### src/rtl/board_pkg.sv
// Shared board geometry, FSM state type and a popcount helper for the
// selection controller.
package board_pkg;

  localparam int unsigned BOARD_DIM   = 6;
  localparam int unsigned BOARD_CELLS = 36;
  localparam int unsigned MAX_PAIRS   = 18;

  typedef enum logic [1:0] {
    PLAY  = 2'd0,
    PAIR  = 2'd1,
    APPLY = 2'd2,
    WON   = 2'd3
  } state_e;

  function automatic logic [5:0] popcount(input logic [BOARD_CELLS-1:0] v);
    logic [5:0] cnt;
    cnt = '0;
    for (int unsigned i = 0; i < BOARD_CELLS; i++) begin
      cnt = cnt + 6'(v[i]);
    end
    return cnt;
  endfunction

endpackage

### src/rtl/cursor_nav.sv
// Combinational cursor step on the 6x6 board: saturating moves with
// priority up > down > left > right.
module cursor_nav
  import board_pkg::*;
(
  input  logic [5:0] cur_i,
  input  logic       up_i,
  input  logic       down_i,
  input  logic       left_i,
  input  logic       right_i,
  output logic [5:0] next_o
);

  localparam logic [5:0] DIM  = 6'(BOARD_DIM);
  localparam logic [5:0] LAST = 6'(BOARD_DIM - 1);

  logic [5:0] row;
  logic [5:0] col;

  assign row = cur_i / DIM;
  assign col = cur_i % DIM;

  always_comb begin
    next_o = cur_i;
    if (up_i) begin
      if (row != '0) next_o = cur_i - DIM;
    end else if (down_i) begin
      if (row != LAST) next_o = cur_i + DIM;
    end else if (left_i) begin
      if (col != '0) next_o = cur_i - 6'd1;
    end else if (right_i) begin
      if (col != LAST) next_o = cur_i + 6'd1;
    end
  end

endmodule

### src/rtl/selection_controller.sv
// Card selection controller for a 6x6 matching game.
// Optional matched-pair score counter/port enabled by SELCTRL_SCORE_EN.
module selection_controller
  import board_pkg::*;
(
  input  logic        clk,
  input  logic        rst,
  input  logic        btn_up,
  input  logic        btn_down,
  input  logic        btn_left,
  input  logic        btn_right,
  input  logic        btn_sel,
  input  logic        en_input,
  input  logic        ms,
  input  logic        mf,
  output logic [35:0] sel_bus,
  output logic [35:0] hidden_bus,
  output logic [5:0]  cursor,
  output logic        game_over
`ifdef SELCTRL_SCORE_EN
  ,
  output logic [4:0]  score
`endif
);

  state_e      state_q, state_d;
  logic [35:0] sel_q, sel_d;
  logic [35:0] hidden_q, hidden_d;
  logic [5:0]  cursor_q, cursor_d;
  logic        match_q, match_d;
  logic        ms_prev_q, mf_prev_q;
  logic        ms_rise, mf_rise;
  logic [5:0]  nav_next;

  cursor_nav u_nav (
    .cur_i   (cursor_q),
    .up_i    (btn_up),
    .down_i  (btn_down),
    .left_i  (btn_left),
    .right_i (btn_right),
    .next_o  (nav_next)
  );

  assign ms_rise = ms & ~ms_prev_q;
  assign mf_rise = mf & ~mf_prev_q;

`ifdef SELCTRL_SCORE_EN
  logic [4:0] score_q, score_d;
`endif

  always_comb begin
    state_d  = state_q;
    sel_d    = sel_q;
    hidden_d = hidden_q;
    cursor_d = cursor_q;
    match_d  = match_q;
`ifdef SELCTRL_SCORE_EN
    score_d  = score_q;
`endif
    case (state_q)
      PLAY: begin
        if (en_input) begin
          // Select takes precedence over any simultaneous move.
          if (btn_sel) begin
            if (!hidden_q[cursor_q]) begin
              sel_d[cursor_q] = ~sel_q[cursor_q];
              if (popcount(sel_d) == 6'd2) state_d = PAIR;
            end
          end else begin
            cursor_d = nav_next;
          end
        end
      end
      PAIR: begin
        if (ms_rise) begin
          match_d = 1'b1;
          state_d = APPLY;
        end else if (mf_rise) begin
          match_d = 1'b0;
          state_d = APPLY;
        end
      end
      APPLY: begin
        if (match_q) begin
          hidden_d = hidden_q | sel_q;
`ifdef SELCTRL_SCORE_EN
          if (score_q < 5'(MAX_PAIRS)) score_d = score_q + 5'd1;
`endif
        end
        sel_d   = '0;
        state_d = (&hidden_d) ? WON : PLAY;
      end
      WON: ;
      default: state_d = PLAY;
    endcase
  end

  always_ff @(posedge clk or posedge rst) begin
    if (rst) begin
      state_q   <= PLAY;
      sel_q     <= '0;
      hidden_q  <= '0;
      cursor_q  <= '0;
      match_q   <= 1'b0;
      ms_prev_q <= 1'b0;
      mf_prev_q <= 1'b0;
    end else begin
      state_q   <= state_d;
      sel_q     <= sel_d;
      hidden_q  <= hidden_d;
      cursor_q  <= cursor_d;
      match_q   <= match_d;
      ms_prev_q <= ms;
      mf_prev_q <= mf;
    end
  end

`ifdef SELCTRL_SCORE_EN
  always_ff @(posedge clk or posedge rst) begin
    if (rst) score_q <= '0;
    else     score_q <= score_d;
  end
  assign score = score_q;
`endif

  assign sel_bus    = sel_q;
  assign hidden_bus = hidden_q;
  assign cursor     = cursor_q;
  assign game_over  = &hidden_q;

endmodule
### config.mk
export PLATFORM = sky130hd
export DESIGN_NAME = selection_controller
export DESIGN_NICKNAME = d
export VERILOG_FILES = /design/src/rtl/board_pkg.sv /design/src/rtl/cursor_nav.sv /design/src/rtl/selection_controller.sv
export SDC_FILE = /design/constraint.sdc
export NUM_CORES = 1
export LEC_CHECK = 0
export CAP_MARGIN = 0
export CORE_MARGIN = 2
export CORE_UTILIZATION = 40
export CTS_BUF_LIST = sky130_fd_sc_hd__clkbuf_2 sky130_fd_sc_hd__clkbuf_4 sky130_fd_sc_hd__clkbuf_8
export DETAILED_ROUTE_END_ITERATION = 7
export DONT_BUFFER_PORTS = 1
export PLACE_DENSITY = 0.5
export SLEW_MARGIN = 10
export SYNTH_ARGS = -nofsm -noshare
export SYNTH_HDL_FRONTEND = slang
export SYNTH_SLANG_ARGS = --single-unit
### constraint.sdc
create_clock -name clk -period 12.5 [get_ports clk]
set_input_delay 2.5 -clock clk [delete_from_list [all_inputs] [get_ports clk]]
set_output_delay 2.5 -clock clk [all_outputs]
set_load 0.03 [all_outputs]
==> impl_summary.md <==
Clock tree
In this run the post-CTS setup repair buffer count came out at 0. The number of H-tree levels is 3. Clock tree synthesis inserted a total of 9 buffers. Clock latency on the worst-skew pair, taken at its later pin, is 380 ps. In this run, post-CTS hold repair placed 0 buffers. Clock tree synthesis found a total of 83 sinks.

Clock-pin slew was measured on the worst setup and hold paths at 100 ps. The clock passes through at most 2 buffers. The CTS tree is done. The clock root buffer is sky130_fd_sc_hd__clkbuf_8. The count of cells resized by post-cts repair is 0.

Drt
The average via count per standard cell is 6.30. The count of vias placed by the detailed router is 5535. The routed wire length is 22000 um. For this run, the detailed router's first-pass iteration total came to 5.

Dividing the detail-routed wire length by the instance count gives 25.0 um. In the routed design, unresolved DRC markers number 0. The detailed router finished its first iteration with 580 violations. The residual antenna-violating net count after detailed routing is 0.

Logic synthesis
Of the total synthesized cell area, the portion taken by full adders, half adders and majority gates is 0.132. After synthesis the cells add up to 6460 um2. The most area-hungry cell type in the Yosys netlist is sky130_fd_sc_hd__dfrtp_1.

By area, the combinational part of the netlist is dominated by compound AO/OA/AOI/OAI gates. The portion of synthesized cell area occupied by the leading cell type is 0.321. The mean instance size in the synthesized netlist is 9.60 um2. The share of the yosys chip area belonging to registers is 0.321. Among all flip-flop cells after synthesis, the most frequent one is sky130_fd_sc_hd__dfrtp_1.

The count of yosys warnings during synthesis is 0. After synthesis, the share of flip-flops with an asynchronous set or reset is 1.00. By count the netlist is led by sky130_fd_sc_hd__dfrtp_1, sky130_fd_sc_hd__nand2_1, sky130_fd_sc_hd__o21ai_0, sky130_fd_sc_hd__a21o_1, sky130_fd_sc_hd__inv_1. Synthesis inferred 83 register bits. The instance count of the mapped netlist is 673. The share of synthesized area spent on multiplexers is 0.147. Of the total synthesized cell area, the portion taken by XOR and XNOR cells is 0.0108. Among all cell types in the netlist, the one instantiated most often is sky130_fd_sc_hd__dfrtp_1. Counting flops with a built-in enable in the synthesized netlist gives 0. The fraction of the mapped netlist area in compound gates is 0.195.

The post-synthesis net count is 733. In the post-synthesis netlist, the biggest area contributors are sky130_fd_sc_hd__dfrtp_1, sky130_fd_sc_hd__fa_1, sky130_fd_sc_hd__mux4_2, sky130_fd_sc_hd__a21o_1, sky130_fd_sc_hd__ha_1. Synthesis instantiated 64 different standard cells from the library. Of the total synthesized cell area, the portion taken by AND, OR, NAND and NOR gates is 0.141.

Worst setup path
For the worst setup path, the data arrival time is 8080 ps. The critical path goes through buf_4, mux4_2, mux4_2, nand2_1, a21oi_1, a21oi_4, mux2_2, fa_1, inv_1, fa_1, fa_1, fa_1, fa_1, fa_1, inv_1, ha_1, fa_1, nor4b_1, nand4b_1, nand2_1, and4b_1, a21oi_1. The kind of cell adding the most delay to the critical path is adder cells. Along the worst path, the maximum fanout reaches 50. The most numerous cell type found on the critical path is sky130_fd_sc_hd__fa_1. The worst setup path is of the register to register kind. The worst setup path is launched from a register. The worst setup path is captured at a register. The buffering stage count on the worst path with inverters included is 3. On the critical path, the stage with the largest delay is an instance of sky130_fd_sc_hd__a21oi_4. STA puts the critical path data required time at 12770 ps. On the worst path, the slowest cell contributes a delay of 670 ps.

Place
The port buffer count is 0. Once detailed placement completed, the half-perimeter wirelength came to 15900 um. The final weighted congestion in routability-driven placement is 0.938.

Timing
The maximum clock skew at final layout is 11.8 ps. The hold violation total from the final report is 0. The number of endpoints failing setup at the final stage is 0.

The relative slew slack is 0.376. The worst path needs 7810 ps of the cycle, external delays included. The count of final max-slew check failures is 0. The final-layout setup total negative slack is 0 ps. For the pin with the worst max-slew slack, the measured transition is 928 ps. Setup repair after global routing left no endpoint under its margin. The maximum frequency from static timing analysis is 0.128 GHz. In the finished design, the share of the clock period the worst path needs comes to 0.625.

Floorplan
The die is 131 um wide. The floorplan row count is 46. For this configuration, the core starts out at a cell density of 0.408. From bottom edge to top edge, the die measures 131 um.

The die covers 17200 um2. The region available for standard cell placement spans 15800 um2. In this run the count of I/O pins placed on the die edge is 89.

Status
The run finished with clean final reports.

Global route
The global-route usage over all layers is 0.259. The initial antenna violation count is 0. The pin count of the biggest net entering global routing is 51. The sum of overflow across all layers after global routing is 0.

The via count of the first global-routing pass was 5418. The global-route wire length before repair is 34200 um.

Layout
In the final layout, the share of cells above drive strength 1 is 0.133. In the final design database the tool counted 718 nets. Relative to the synthesized area, the layout overhead comes to 6.91%. The antenna diode instance count is 0. Fill cells in the final layout number 1538.

Worst hold path
The type of the tightest min-delay check is register to register.

Flow run
The number of max-cap violations is 0.
==> state kept, by name, indices dropped and copies added (netlist names) <==
name        count
hidden_bus     36
sel_bus        36
cursor          6
state_q         2
match_q         1
mf_prev_q       1
ms_prev_q       1
==> cell type report <==
class | instances | area [um2] | share of cell area
clock buffer | 9 | 124 | 0.0179
clock inverter | 7 | 106 | 0.0154
inverter | 38 | 144 | 0.0208
multi-input combinational | 508 | 4050 | 0.586
sequential | 83 | 2080 | 0.301
tap | 216 | 270 | 0.0391
timing repair buffer | 18 | 135 | 0.0196
==> stage by stage <==
step	std cells	instance area [um2]	util	setup WS, ps	hold WS (ps)
5_1_grt	879	6910	0.437	4360	562
2_1_floorplan	673	6460	-	5380	462
3_5_place_dp	863	6680	0.422	4690	526
6_report	879	6910	0.437	4690	573
4_1_cts	879	6910	0.437	4650	548
3_3_place_gp	863	6680	0.422	4850	476
==> tightest hold or removal path, stage by stage, from the launching register on <==
cell	delay, ps
sky130_fd_sc_hd__dfrtp_1	410
sky130_fd_sc_hd__nand2_1	80
sky130_fd_sc_hd__nand2_1	60
==> cell families after synthesis <==
family | count (synthesis)
AOI/OAI and AO/OA | 203
xor gates and xnor gates | 8
adders and majority gates | 51
buffers and inverters | 82
DFF | 83
muxes | 65
and+or+nand+nor | 181
==> final timing paths <==
path                             from  cells past startpoint         end  slack [ps]
max                         cursor[0]                     22  state_q[0]        4690
min reg2reg                state_q[1]                      2  state_q[1]         570
max reg2reg                 cursor[0]                     22  state_q[0]        4690
min                        state_q[1]                      2  state_q[1]         570
max in group asynchronous         rst                      2   cursor[0]        9350
min in group asynchronous         rst                      1  state_q[1]        2070
==> cell usage in the layout, fill, tap and decap left out, types with 4 or more instances in the layout <==
master                     Yosys  routed
sky130_fd_sc_hd__a21o_1       39      39
sky130_fd_sc_hd__a21oi_1      37      37
sky130_fd_sc_hd__a31oi_1      13      13
sky130_fd_sc_hd__and2_1        4       4
sky130_fd_sc_hd__and3_1        7       7
sky130_fd_sc_hd__buf_4         1      18
sky130_fd_sc_hd__clkbuf_8      0       9
sky130_fd_sc_hd__dfrtp_1      83      82
sky130_fd_sc_hd__fa_1         29      29
sky130_fd_sc_hd__ha_1         21      21
sky130_fd_sc_hd__inv_1        38      37
sky130_fd_sc_hd__mux2_2       16      16
sky130_fd_sc_hd__mux2i_1      26      26
sky130_fd_sc_hd__mux4_2       22      22
sky130_fd_sc_hd__nand2_1      60      60
sky130_fd_sc_hd__nand3_1      13      13
sky130_fd_sc_hd__nand4_1      11      11
sky130_fd_sc_hd__nor2_1       35      35
sky130_fd_sc_hd__nor2b_1       8       8
sky130_fd_sc_hd__nor3_1       10      10
sky130_fd_sc_hd__nor3b_1       4       4
sky130_fd_sc_hd__nor4_1        6       5
sky130_fd_sc_hd__o21ai_0      49      49
sky130_fd_sc_hd__o21ai_1      20      20
sky130_fd_sc_hd__o21bai_1      4       4
sky130_fd_sc_hd__o22ai_1      18      18
sky130_fd_sc_hd__or2_2         4       4
sky130_fd_sc_hd__xnor2_1       7       7
==> layer usage <==
| metal | track usage | routed length, um |
|---|---|---|
| met2 | 0.420 | 10500 |
| met5 | 0 | 0 |
| met1 | 0.350 | 9250 |
| met3 | 0.0455 | 1520 |
| met4 | 0.0954 | 721 |
Power is not shown: default switching activity piles up to over one toggle a cycle in this logic, so the estimate is an artifact.
==> variant, RTL diff (same settings) <==
Encoding of `state_e`: now Gray code (2 bits for 4 states).
--- a/src/rtl/board_pkg.sv
+++ b/src/rtl/board_pkg.sv
@@ -9,6 +9,6 @@
   typedef enum logic [1:0] {
-    PLAY  = 2'd0,
-    PAIR  = 2'd1,
-    APPLY = 2'd2,
-    WON   = 2'd3
+    PLAY  = 2'b00,
+    PAIR  = 2'b01,
+    APPLY = 2'b11,
+    WON   = 2'b10
   } state_e;
Check against the original RTL: no difference found for any inputs over 4 cycles, from zero or initial values and one cycle with rst high; so few cycles prove little.
==> variant against the original RTL <==
  * Via count down 7.1%
  * Highest routed layer unchanged
  * Largest cell class unchanged
  * Final area down 2.7%
  * Routed wire length down 7.0%
  * Hold slack worse by 0.031 ns
  * Area after synthesis down 2.3%
  * Clock skew up 0.0050 ns
  * Sequential cell count unchanged
  * Setup slack better by 0.36 ns
==> variant: results (changes against the original RTL) <==
- CP Max Fanout: 36 (-28%)
- Skew-Pair Late Insertion Delay: slightly below 0.4 ns
- Total Routed Length: 20,500 µm (-7.0%)
- Outcome: finished clean
- GRT Util Overall: 25.3% (-0.65 points)
- Dpl cell area: 6490 µm² (-2.8%)
- Setup Buffers After CTS: 0 (unchanged)
- First-pass DRT Iterations: 5 (unchanged)
- Crit path max-delay cell type: dfrtp_2
- I/O Buffers: 0 (unchanged)
- Global-route wire length before repair: 31,600 µm (-7.6%)
- Initial antenna violation count: 0 (unchanged)
- Most frequent cells after synthesis: dfrtp_1 (83), nor2_1 (48), nand2_1 (47)
- H-Tree Depth: 3 (unchanged)
- Leakage Power: 3.10 nW
- HP Class: register to register
- Critical Path AT: 7.71 ns (-0.37 ns)
- Detailed Route Iter0 Violations: 454 (-22%)
- Ys Warns: 0 (unchanged)
- Share of cells above drive strength 1: 12.1% (-1.2 points)
- Vias in the first global route: 5,142 (-5.1%)
- Comb power frac: between 50% and 60%
- Longest Clk Path Bufs: 2 (unchanged)
- Resized cells post-CTS: 0 (unchanged)
- Family with the most delay on the worst path: adder cells
- Largest net degree at the start of global routing: 68 (+33%)
- Vias/cell: 6.19 (-1.7%)
- Sequential fraction of the synthesis area: 32.9% (+0.74 points)
- Synth top area cells: dfrtp_1 (33%), fa_1 (9.2%), mux4_2 (5.0%)
- Cells after synthesis: 631 (-6.2%)
- Dpl cells: 815 (-5.6%)
- Asr flop ratio synth: 100% (unchanged)
- Ant diodes: 0 (unchanged)
- Max Clock Skew: 0.0168 ns (+0.00501 ns)
- Worst slew margin: 32.4% (-5.3 points)
- DP HPWL: 14,900 µm (-5.9%)
- Clock Pin Slew Worst Setup and Hold Paths: 0.09 ns
- Distinct cells, synth: 62 (-3.1%)
- Clock root buffer: clkbuf_8
- Sw frac: a little over half
- GP Congestion: 0.879 (-6.3%)
- VDD IR max: around 0.11 mV
- Final Instance Count excl. Fillers: 831 (-5.5%)
- Crit-path max cell delay: 1.01 ns (+0.34 ns)
- Syn_nets: 688 (-6.1%)
- Num CTS Buffers: 9 (unchanged)
- Layout Nets: 672 (-6.4%)
## variant: changes by cell type in the layout (fill, tap and decap cells not counted), moves of 6 or more
cell      unedited run  this run
nand2b_1             3        18
o21ai_0             49        31
buf_4               18         9
nand3_1             13        43
o21ai_1             20         0
a31oi_1             13         2
mux4_1               0         8
mux2_2              16        22
mux4_2              22        14
nand2_1             60        47
nor2_1              35        48
a21oi_1             37        17
nor3_1              10         4
## variant: cell families after synthesis
kind of cell / synth area share (%)
AO/OA/AOI/OAI: 15.7
XOR/XNOR: 0.971
adder cells (fa/ha/maj): 12.9
buffers and inverters: 4.73
flip-flops: 32.9
multiplexers: 16.0
AND/OR/NAND/NOR: 16.7
## variant: worst paths after layout
kind	start	endpoint	slack, ns	cells after the start
max	cursor[0]	state_q[1]	5.05	21
min	ms_prev_q	match_q	0.54	2
max reg2reg	cursor[0]	state_q[1]	5.05	21
min reg2reg	ms_prev_q	match_q	0.54	2
max in group asynchronous	rst	cursor[0]	9.37	2
min in group asynchronous	rst	sel_bus[34]	1.97	1
## variant: cell type report
| class | instances | area [µm²] |
|---|---|---|
| fillers | 1522 | 8590 |
| multi-input cells | 475 | 3940 |
| flip-flops and latches | 83 | 2080 |
| well taps | 211 | 264 |
| inverters | 37 | 140 |
| clock buffers | 9 | 124 |
| clock inverters | 7 | 106 |
| repair buffers | 9 | 67.6 |
## variant: layer usage
metal  vias up  track usage [%]  share of wire [%]
met5         -             1.18                  0
li1       2277                -                  -
met3        23             5.86                7.5
met2       197             39.9                 48
met1      2646             34.9                 44
met4         0             6.96                1.5
## variant: through the flow
step                hold slack [ns]  setup slack, ns
floorplan                     0.494             5.29
global placement              0.530             5.16
detailed placement            0.538             5.08
CTS                           0.550             5.05
global route                  0.598             4.75
finish                        0.542             5.05
## variant: power by group through the flow
stage | Sequential, W | Clock, W | Combinational [W]
4_1_cts | 0.000635 | 0.000238 | 0.00101
6_report | 0.000639 | 0.000232 | 0.000999
3_5_place_dp | 0.000642 | 0 | 0.000998
5_1_grt | 0.000653 | 0.000248 | 0.00114
3_3_place_gp | 0.000639 | 0 | 0.000986
2_1_floorplan | 0.000530 | 0 | 0.000831
## variant: worst min-delay path: stages (launching register included)
cell	delay (ns)
dfrtp_1	0.32
nand2b_1	0.11
o21ai_0	0.07
